--- config.mk ---
export PLATFORM = sky130hd
export DESIGN_NAME = alu_arbiter
export DESIGN_NICKNAME = d
export VERILOG_FILES = /design/src/rtl/alu_pkg.sv /design/src/rtl/rr_arb2.sv /design/src/rtl/alu_arbiter.sv
export SDC_FILE = /design/constraint.sdc
export NUM_CORES = 1
export LEC_CHECK = 0
export ABC_AREA = 1
export ABC_CLOCK_PERIOD_IN_PS = 2600
export CORE_MARGIN = 3
export CORE_UTILIZATION = 35
export CTS_CLUSTER_SIZE = 14
export DETAILED_ROUTE_END_ITERATION = 8
export PLACE_DENSITY_LB_ADDON = 0.15
export REMOVE_ABC_BUFFERS = 1
export SLEW_MARGIN = 20
export SYNTH_ARGS = -nofsm -noshare
export SYNTH_HDL_FRONTEND = slang
export SYNTH_SLANG_ARGS = --single-unit
--- constraint.sdc ---
create_clock -name CLK -period 2.6 [get_ports CLK]
set_input_delay 0.39 -clock CLK [delete_from_list [all_inputs] [get_ports CLK]]
set_output_delay 0.39 -clock CLK [all_outputs]
set_load 0.03 [all_outputs]
--- src/rtl/alu_pkg.sv ---
// Shared definitions for the ALU request arbiter:
// function codes, result groups, expected flags, FSM states.
package alu_pkg;

  localparam logic [3:0] FUN_ADD  = 4'b0000;
  localparam logic [3:0] FUN_SUB  = 4'b0001;
  localparam logic [3:0] FUN_AND  = 4'b0100;
  localparam logic [3:0] FUN_OR   = 4'b0101;
  localparam logic [3:0] FUN_XOR  = 4'b0110;
  localparam logic [3:0] FUN_NOT  = 4'b0111;
  localparam logic [3:0] FUN_EQ   = 4'b1000;
  localparam logic [3:0] FUN_LT   = 4'b1001;
  localparam logic [3:0] FUN_CMP  = 4'b1010;
  localparam logic [3:0] FUN_SHR1 = 4'b1100;
  localparam logic [3:0] FUN_SHL1 = 4'b1101;

  localparam logic [1:0] GRP_ARITH = 2'b00;
  localparam logic [1:0] GRP_LOGIC = 2'b01;
  localparam logic [1:0] GRP_CMP   = 2'b10;
  localparam logic [1:0] GRP_SHIFT = 2'b11;

  localparam logic [3:0] FLG_ARITH = 4'b1000;
  localparam logic [3:0] FLG_LOGIC = 4'b0100;
  localparam logic [3:0] FLG_CMP   = 4'b0010;
  localparam logic [3:0] FLG_SHIFT = 4'b0001;

  typedef enum logic [1:0] {
    ST_IDLE,
    ST_EXEC,
    ST_CAPT,
    ST_RESP
  } state_t;

  function automatic logic [3:0] grp_flag(
    input logic [1:0] grp
  );
    logic [3:0] f;
    f = FLG_ARITH;
    unique case (grp)
      GRP_ARITH: f = FLG_ARITH;
      GRP_LOGIC: f = FLG_LOGIC;
      GRP_CMP:   f = FLG_CMP;
      GRP_SHIFT: f = FLG_SHIFT;
    endcase
    return f;
  endfunction

endpackage

--- src/rtl/rr_arb2.sv ---
// Two-way round-robin grant; last_gnt remembers the
// previous winner so the other requester wins a tie.
module rr_arb2 (
  input  logic       clk,
  input  logic       rst,
  input  logic [1:0] req,
  input  logic       en,
  output logic [1:0] gnt,
  output logic       win,
  output logic       last_gnt
);

  always_comb begin
    win = 1'b0;
    case (req)
      2'b01:   win = 1'b0;
      2'b10:   win = 1'b1;
      2'b11:   win = ~last_gnt;
      default: win = 1'b0;
    endcase
  end

  assign gnt = (|req) ? (win ? 2'b10 : 2'b01) : 2'b00;

  always_ff @(posedge clk) begin
    if (rst)
      last_gnt <= 1'b1;
    else if (en)
      last_gnt <= win;
  end

endmodule

--- src/rtl/alu_arbiter.sv ---
// Shares one registered ALU between two requesters,
// one operation in flight, response held until taken.
module alu_arbiter
  import alu_pkg::*;
#(
  parameter int WIDTH = 16
) (
  input  logic               CLK,
  input  logic               RST,
  input  logic [1:0]         REQ_VALID,
  output logic [1:0]         REQ_READY,
  input  logic [2*WIDTH-1:0] REQ_A,
  input  logic [2*WIDTH-1:0] REQ_B,
  input  logic [7:0]         REQ_FUN,
  output logic [WIDTH-1:0]   ALU_A,
  output logic [WIDTH-1:0]   ALU_B,
  output logic [3:0]         ALU_FUN,
  input  logic [WIDTH-1:0]   ALU_ARITH_OUT,
  input  logic [WIDTH-1:0]   ALU_LOGIC_OUT,
  input  logic [WIDTH-1:0]   ALU_CMP_OUT,
  input  logic [WIDTH-1:0]   ALU_SHIFT_OUT,
  input  logic               ALU_CARRY,
  input  logic [3:0]         ALU_FLAGS,
  output logic               RSP_VALID,
  input  logic               RSP_READY,
  output logic               RSP_ID,
  output logic [WIDTH-1:0]   RSP_DATA,
  output logic               RSP_CARRY,
  output logic               RSP_ERR,
  output logic               BUSY,
  output logic [7:0]         DONE_CNT
);

  state_t st;
  state_t st_n;

  logic [1:0]       gnt;
  logic             win;
  logic             last_gnt;
  logic             accept;
  logic             rsp_fire;
  logic             id_q;
  logic [1:0]       grp;
  logic [WIDTH-1:0] sel_data;

  assign accept = (st == ST_IDLE) && (|REQ_VALID) && !RST;
  assign rsp_fire = (st == ST_RESP) && RSP_READY;

  rr_arb2 u_arb (
    .clk      (CLK),
    .rst      (RST),
    .req      (REQ_VALID),
    .en       (accept),
    .gnt      (gnt),
    .win      (win),
    .last_gnt (last_gnt)
  );

  assign REQ_READY = accept ? gnt : 2'b00;
  assign RSP_VALID = (st == ST_RESP);
  assign BUSY      = (st != ST_IDLE);

  always_ff @(posedge CLK) begin
    if (RST)
      st <= ST_IDLE;
    else
      st <= st_n;
  end

  always_comb begin
    st_n = st;
    unique case (st)
      ST_IDLE: if (|REQ_VALID) st_n = ST_EXEC;
      ST_EXEC: st_n = ST_CAPT;
      ST_CAPT: st_n = ST_RESP;
      ST_RESP: if (RSP_READY) st_n = ST_IDLE;
    endcase
  end

  assign grp = ALU_FUN[3:2];

  always_comb begin
    sel_data = ALU_ARITH_OUT;
    unique case (grp)
      GRP_ARITH: sel_data = ALU_ARITH_OUT;
      GRP_LOGIC: sel_data = ALU_LOGIC_OUT;
      GRP_CMP:   sel_data = ALU_CMP_OUT;
      GRP_SHIFT: sel_data = ALU_SHIFT_OUT;
    endcase
  end

  // ALU_* only change on accept, so they hold through RESP/IDLE
  always_ff @(posedge CLK) begin
    if (RST) begin
      ALU_A     <= '0;
      ALU_B     <= '0;
      ALU_FUN   <= '0;
      id_q      <= 1'b0;
      RSP_ID    <= 1'b0;
      RSP_DATA  <= '0;
      RSP_CARRY <= 1'b0;
      RSP_ERR   <= 1'b0;
      DONE_CNT  <= '0;
    end else begin
      if (accept) begin
        ALU_A   <= win ? REQ_A[2*WIDTH-1:WIDTH]
                       : REQ_A[WIDTH-1:0];
        ALU_B   <= win ? REQ_B[2*WIDTH-1:WIDTH]
                       : REQ_B[WIDTH-1:0];
        ALU_FUN <= win ? REQ_FUN[7:4] : REQ_FUN[3:0];
        id_q    <= win;
      end
      if (st == ST_CAPT) begin
        RSP_ID    <= id_q;
        RSP_DATA  <= sel_data;
        RSP_CARRY <= (grp == GRP_ARITH) ? ALU_CARRY : 1'b0;
        RSP_ERR   <= (ALU_FLAGS != grp_flag(grp));
      end
      if (rsp_fire)
        DONE_CNT <= DONE_CNT + 8'd1;
    end
  end

endmodule

## Yosys cells after proc, flatten, opt, wreduce, memory -nomap -nowiden

Cells that the tools add are included.
W data, S select, Z words.

- $add $sub $neg: 1
- Eq/ne operators: 11
- Muxes and demuxes: 15
- Bitwise logic cells: 1
- Reduce and logical (&&, ||, !) cells: 9

Operator list:

| kind | count |
|---|---|
| $pmux W16 S4 | 1 |
| $mux W16 | 2 |
| $pmux W4 S4 | 1 |
| $eq A2 B2 Y1 const B | 6 |
| $mux W4 | 3 |
| $mux W2 | 5 |
| $add A8 B1 Y8 const B | 1 |
| $pmux W2 S4 | 1 |
| $eq A2 B1 Y1 const B | 2 |
| $logic_not A2 Y1 | 2 |
| $ne A2 B1 Y1 const B | 2 |
| $ne A4 B4 Y1 | 1 |
| $logic_and A1 B1 Y1 | 3 |
| $pmux W1 S2 | 1 |
| $reduce_and A2 Y1 | 1 |
| $reduce_bool A2 Y1 | 1 |
| $reduce_or A2 Y1 | 1 |
| $logic_not A1 Y1 | 1 |
| $mux W1 | 1 |
| $not A1 Y1 | 1 |

- Register bits: 67
- Input port bits: 146
- Output and inout bits: 67
- Logic and storage cells: 48

## Longest topological paths before layout

Gate-level depths: netlist of the first run.

- Depth in word-level cells: 5
- Depth in mapped cells: 9
- Mapped depth without buffers: 9

## Modules after synthesis

A second synthesis of the first run with hierarchy kept.

- Cells, all modules: 477
- Area total of the unflattened synthesis: 3286.9 sq um

By module, submodules not included:

| module | times used | cells an instance | area each (sq um) | seq. area each (sq um) |
|---|---|---|---|---|
| alu_arbiter | 1 | 467 | 3224.3 | 1321.3 |
| rr_arb2 | 1 | 10 | 62.6 | 20.0 |

## Least setup slack after synthesis of the first run

OpenSTA, ideal clock, no wires.

- Path type: register to output
- Start: register st[0]
- End: output port REQ_READY[1]
- Data arrival time: 1368 ps
- Required time: 2210 ps
- Slack: 842 ps
- Cell stages (with the launch flop): 8
- Path buffers: 1
- Cells stage by stage: dfxtp_1 inv_1 ha_1 nand2_1 nor2_2 inv_1 clkbuf_1 nor2_1

- Word-level cells in the longest chain between the ends: 4

RTL lines:

| item | RTL line | RTL |
|---|---|---|
| from (decl) | alu_arbiter.sv:34 | `state_t st;` |
| from (signal assigned) | alu_arbiter.sv:67 | `st <= st_n;` |
| $logic_not A2 Y1 | alu_arbiter.sv:46 | `assign accept = (st == ST_IDLE) && (\|REQ_VALID) && !RST;` |
| $logic_and A1 B1 Y1 (2 in a row) | alu_arbiter.sv:46 |  |
| $mux W2 | alu_arbiter.sv:59 | `assign REQ_READY = accept ? gnt : 2'b00;` |
| to (decl) | alu_arbiter.sv:11 | `output logic [1:0] REQ_READY,` |

No other way between the ends.

## Final worst setup path of the first run

- Start: register st[0]
- End: output port BUSY

- Word-level cells in the longest chain between the ends: 1

RTL lines:

| item | RTL line | RTL |
|---|---|---|
| $reduce_bool A2 Y1 | alu_arbiter.sv:61 | `assign BUSY = (st != ST_IDLE);` |
| to (decl) | alu_arbiter.sv:30 | `output logic BUSY,` |

No other way between the ends.

==> out/metrics.cfg, run 1 <==
[timing]
finalCritPeriodShare = 0.826
max_slew_margin = 0.711
whs_ns = 0.459
rsz0062_at_grt = no
setup_viol = 0
fmax_ghz = 0.466
min_period_ns = 2.15
hold_violations = 0
worst_slew_pin_slew_ns = 0.434
drv_slew = 0
skew_ns = 0.00743

[global_route]
track_usage = 0.209
grt_pass1_wl_mm = 19.0
grt.overflow.total = 0
grt_pass1_vias = 3979
antenna_found_initial = 0
grt_start_max_net_pins = 40

[layout]
fill_cells = 897
area_growth_pct = 68.0
post-route-util = 0.621
antennaDiodeCount = 0
final_nets = 912
drive_above_1_share = 0.0457

[setup_path]
cp_data_required_time_ns = 2.21
crit_path_start_kind = flip-flop
endpoint_kind = primary output
crit_path_max_fanout = 3
worst-endpoint-arrival_ns = 1.76
critical_path_class = reg2out

[cts]
cts.sink_count = 67
cts_tree = built
cts_buffers = 9
cts_setup_buffers = 0
post_cts_resized = 0
htreeDepth = 3
clkLatencyLatePin_ns = 0.34
path_clk_slew_ns = 0.07
cts-root-buf = clkbuf_8
cts_hold_buf = 0
clockBufferDepth = 2

[synthesis]
synth-main-ff-cell = dfxtp_1
synth_seq_cells = 67
yosysUniqueCellTypes = 21
syn_avg_cell_area_sq_um = 6.27
syn_inst = 560
seq_area_frac_synth = 0.382
synth_edf_count = 0
yosysWarnings = 0
synthArstFlopShare = 0
netlist_area_sq_um = 3510

[route]
drtPass1Iterations = 4
via_count = 4239
wirelength_mm = 12.2
drtIter0Drc = 212
avgViaCountPerCell = 4.74
drtAntennaViolNets = 0
drcViolationCount = 0
wl_per_cell_microns = 13.6

[die]
fp.dieW_microns = 106
die_h_microns = 106
design.core.area_sq_um = 9500
start_util = 0.369
die_area_sq_um = 11300
rows = 35
io_pins = 213

[run]
cap_viol_max_count = 0

[min_path]
hold_class = reg2reg

[run_status]
status = completed

[placed_design]
dp_hpwl_mm = 9.27
gp_congestion = 0.800
portBuffers = 212

[power_and_ir_drop]
leakagePower_nw = 2.48
irDropWorstVdd_v = 0.000282
power_density_nw_per_um2 = 727

-- final cells by class --
cell class / instances / area, sq um / share of cell area
repair buffers: 223 / 2200 / 0.373
well taps: 129 / 161 / 0.0274
inverters: 27 / 101 / 0.0172
clock inverters: 6 / 88.8 / 0.0151
clock buffers: 10 / 138 / 0.0233
multi-input cells: 433 / 1870 / 0.317
flip-flops and latches: 67 / 1340 / 0.227
-- path summary, 6_finish.rpt --
kind | endpoint | from | slack (ns) | cells past startpoint
worst max-delay path | BUSY | st[0] | 0.45 | 4
worst min-delay path | ALU_A[9] | ALU_A[9] | 0.46 | 2
worst max register to register | ALU_FUN[1] | st[0] | 0.99 | 8
worst min register to register | ALU_A[9] | ALU_A[9] | 0.46 | 2
-- per-layer routing --
| layer | wire, microns | GRT usage | share of wire | vias to the layer above |
|---|---|---|---|---|
| li1 | - | - | - | 2179 |
| met1 | 4840 | 0.233 | 0.40 | 1867 |
| met2 | 5870 | 0.362 | 0.48 | 175 |
| met3 | 1250 | 0.0723 | 0.10 | 18 |
| met4 | 208 | 0.0851 | 0.017 | 0 |
| met5 | 0 | 0 | 0 | - |
-- cells in the final DEF, fill, tap and decap left out, drive strengths merged --
cell type and instances:
a21oi 48, clkdlybuf4s50 210, nor3 4, nand2 246, dfxtp 67, clkbuf 10
clkinvlp 2, ha 5, inv 27, buf 13, o21bai 1, nand3 55
o21ai 28, clkinv 2, nand4 2, bufinv 2, nor2 42, a21boi 1
o22ai 1
-- critical path: stages (launching register included) --
cell and delay [ns]:
dfxtp_1 0.36, inv_1 0.09, ha_1 0.21, inv_1 0.07, clkdlybuf4s50_1 0.69
-- synthesized netlist by cell type, types with 4 or more instances --
cell type	count	area [sq um]
nor2_1	40	150
buf_2	13	65.1
nand2_1	244	916
buf_4	6	45.0
ha_1	5	62.6
buf_6	5	56.3
nand3_1	55	275
o21ai_0	28	140
clkbuf_1	9	33.8
inv_1	25	93.8
a21oi_1	48	240
nor3_1	4	20.0
dfxtp_1	67	1340
-- where the power goes --
group,switching (mW),internal [mW]
clock network,0.402,0.566
logic,1.14,0.814
registers,0.123,1.25
-- per-stage QoR --
stage / power (mW) / cells / setup TNS, ns / setup WS, ns / cell area, sq um
after floorplan: 2.43 / 527 / -0.374 / -0.374 / 3310
after global placement: 3.32 / 879 / 0 / 0.491 / 5670
after detailed placement: 3.35 / 879 / 0 / 0.446 / 5670
after CTS: 4.34 / 895 / 0 / 0.412 / 5900
after global routing: 4.56 / 895 / 0 / 0.316 / 5900
final: 4.29 / 895 / 0 / 0.452 / 5900
-- cell families after synthesis --
family,after synthesis,share of synthesized area
and+or+nand+nor,349,0.400
adders and majority gates,5,0.0178
DFF,67,0.382
buffers and inverters,60,0.0859
AOI/OAI and AO/OA,79,0.114
-- sequential cells by signal (all words and copies together), names as in the netlist --
register	cells
ALU_A	16
ALU_B	16
RSP_DATA	16
DONE_CNT	8
ALU_FUN	4
st	2
RSP_CARRY	1
RSP_ERR	1
RSP_ID	1
id_q	1
u_arb.last_gnt	1
(Power assumes the default switching activity.)
==> run 2: changes to the inputs <==
- ABC_CLOCK_PERIOD_IN_PS: 2600 -> 1800
- CORE_UTILIZATION: 35 -> 34
- clock period: 2.6 -> 1.8 ns (I/O delays scaled with it)
==> out/metrics.cfg, run 2 (synthesis results as in run 1) <==
[run_status]
status = completed  ; unchanged

[power_and_ir_drop]
clock_power_share = 0.216  ; was 0.226
power_frac_comb = 0.467  ; was 0.455
switching_share = 0.387  ; was 0.388
p_int_mw = 3.83  ; was 2.63 mW
seqPwrFrac = 0.316  ; was 0.319
p_sw_mw = 2.42  ; was 1.66 mW
power_density_nw_per_um2 = 1040  ; was 727 nW/um^2
irDropWorstVdd_v = 0.000455  ; was 0.000282 V
leakagePower_nw = 2.55  ; was 2.48 nW

[global_route]
grt_busiest_layer = met2  ; unchanged
grt_pass1_vias = 4092  ; was 3979
grt.overflow.total = 0  ; unchanged
grt_util_met1 = 0.244  ; was 0.233
grt_pass1_wl_mm = 19.6  ; was 19.0 mm
grtUsageMet2 = 0.366  ; was 0.362
grt_start_max_net_pins = 40  ; unchanged
antenna_found_initial = 0  ; unchanged
use_met3 = 0.0750  ; was 0.0723
track_usage = 0.210  ; was 0.209

[min_path]
whs_path_depth = 2  ; unchanged
hold_class = reg2reg  ; unchanged
hold_end = ALU_B[13]  ; was ALU_A[9]
min_from = ALU_B[13]  ; was ALU_A[9]

[timing]
worst_slew_pin_slew_ns = 0.459  ; was 0.434 ns
hold_violations = 0  ; unchanged
min_period_ns = 1.73
finalCritPeriodShare = 0.962
skew_ns = 0.00791  ; was 0.00743 ns
tns_ns = 0  ; unchanged
drv_slew = 0  ; unchanged
max_slew_margin = 0.694  ; was 0.711
fmax_ghz = 0.577
setup_viol = 0  ; unchanged

[cts]
cts-root-buf = clkbuf_8  ; unchanged
cts.sink_count = 67  ; unchanged
cts_tree = built  ; unchanged
htreeDepth = 3  ; unchanged
cts_buffers = 9  ; unchanged
clkLatencyLatePin_ns = 0.32  ; was 0.34 ns
path_clk_slew_ns = 0.07  ; about the same
clockBufferDepth = 2  ; unchanged

[die]
die_area_sq_um = 11600  ; was 11300 sq um
die_h_microns = 108  ; was 106 microns
io_pins = 213  ; unchanged
rows = 36  ; was 35
fp.dieW_microns = 108  ; was 106 microns
start_util = 0.354  ; was 0.369
design.core.area_sq_um = 9910  ; was 9500 sq um

[layout]
top_regs = ALU_A (16), ALU_B (16), RSP_DATA (16)  ; unchanged
layout_common_cells = nand2_1 (243), clkdlybuf4s50_1 (205), dfxtp_1 (67)  ; was nand2_1 (244), clkdlybuf4s50_1 (210), dfxtp_1 (67)
final_common_cell = nand2_1  ; unchanged
area_growth_pct = 70.7  ; was 68.0%
regArea_sq_um = 1340  ; unchanged
final_nets = 920  ; was 912
antennaDiodeCount = 0  ; unchanged
drive_above_1_share = 0.0621  ; was 0.0457
fill_cells = 960  ; was 897
multi_input_area_sq_um = 1880  ; was 1870 sq um
layout.cells.non_filler = 906  ; was 895

[setup_path]
r2r_start = st[0]  ; unchanged
critical_path_class = reg2out  ; unchanged
worstReg2RegEnd = ALU_B[12]  ; was ALU_FUN[1]
worst-endpoint-arrival_ns = 1.46  ; was 1.76 ns
startpoint = st[0]  ; unchanged
reg2reg_depth = 8  ; unchanged
crit_path_max_fanout = 3  ; unchanged
endpoint_kind = primary output  ; unchanged
cp_data_required_time_ns = 1.53  ; was 2.21 ns
worst-r2r-setup-slack_ns = 0.26  ; was 0.99 ns
crit_path_start_kind = flip-flop  ; unchanged

[route]
drtPass1Iterations = 4  ; unchanged
avgViaCountPerCell = 4.69  ; was 4.74
drtIter0Drc = 225  ; was 212
drcViolationCount = 0  ; unchanged
drtAntennaViolNets = 0  ; unchanged
wl_per_cell_microns = 13.8  ; was 13.6 microns
via_count = 4249  ; was 4239
wirelength_mm = 12.5  ; was 12.2 mm

[placed_design]
portBuffers = 212  ; unchanged
dp.cells = 890  ; was 879
gp_congestion = 0.832  ; was 0.800
dp_hpwl_mm = 9.97  ; was 9.27 mm

[run]
cap_viol_max_count = 0  ; unchanged

## run 2: cell types whose count changed in the layout (fill, tap and decap cells not counted), sizes merged
cell           change
buf                +8
clkdlybuf4s50      -5
dlygate4sd2        +4
clkinvlp           -1
dlymetal6s2s       +1
## run 2: critical path, cell delays in order, from the launching register on
cell and delay (ns):
dfxtp_1 0.37, inv_2 0.06, ha_2 0.20, inv_1 0.09, dlygate4sd2_1 0.42
## run 2: worst max-delay path by stage
stage,end,slack (ns),cells after the start
6_report,BUSY,0.07,4
5_1_grt,REQ_READY[1],-0.001,7
4_1_cts,REQ_READY[1],0.001,7
3_5_place_dp,REQ_READY[0],-0.03,8
3_3_place_gp,REQ_READY[0],-0.02,8
2_1_floorplan,REQ_READY[1],-1.05,6
## run 2: repair_timing
item                                    4_1_cts  5_1_grt
endpoints found under the setup margin        5        3
pin swaps                                     1        1
setup buffers                                 1        0
hold buffers                                  0        0
gates resized for setup                      10        4
## run 2: layer usage
| metal | share of wire | wire length, microns |
|---|---|---|
| met5 | 0 | 0 |
| met4 | 0.0097 | 122 |
| met3 | 0.12 | 1440 |
| met2 | 0.48 | 6010 |
| met1 | 0.40 | 4950 |
## run 2: layout make-up
class,count,area share
Tap cell,133,0.0278
Clock inverter,5,0.0129
Multi-Input combinational cell,433,0.314
Clock buffer,10,0.0230
Inverter,27,0.0169
Timing Repair Buffer,231,0.382
Sequential cell,67,0.224
## run 2: power by group through the flow
stage / logic [mW] / clock network, mW / registers, mW
6_report: 2.92 / 1.35 / 1.98
3_3_place_gp: 2.88 / 0 / 1.99
4_1_cts: 2.93 / 1.39 / 1.98
5_1_grt: 3.19 / 1.45 / 2.02
3_5_place_dp: 2.91 / 0 / 2.00
2_1_floorplan: 0.957 / 0 / 2.55
## run 2: through the flow
step / setup slack [ns] / util / hold WS (ns) / area [sq um] / total power, mW
4_1_cts: 0.00128 / 0.604 / 0.463 / 5980 / 6.30
3_5_place_dp: -0.0281 / 0.581 / 0.452 / 5750 / 4.91
5_1_grt: -0.00102 / 0.605 / 0.489 / 5990 / 6.66
3_3_place_gp: -0.0189 / 0.581 / 0.446 / 5750 / 4.87
6_report: 0.0676 / 0.605 / 0.465 / 5990 / 6.25
2_1_floorplan: -1.05 / - / 0.339 / 3310 / 3.50
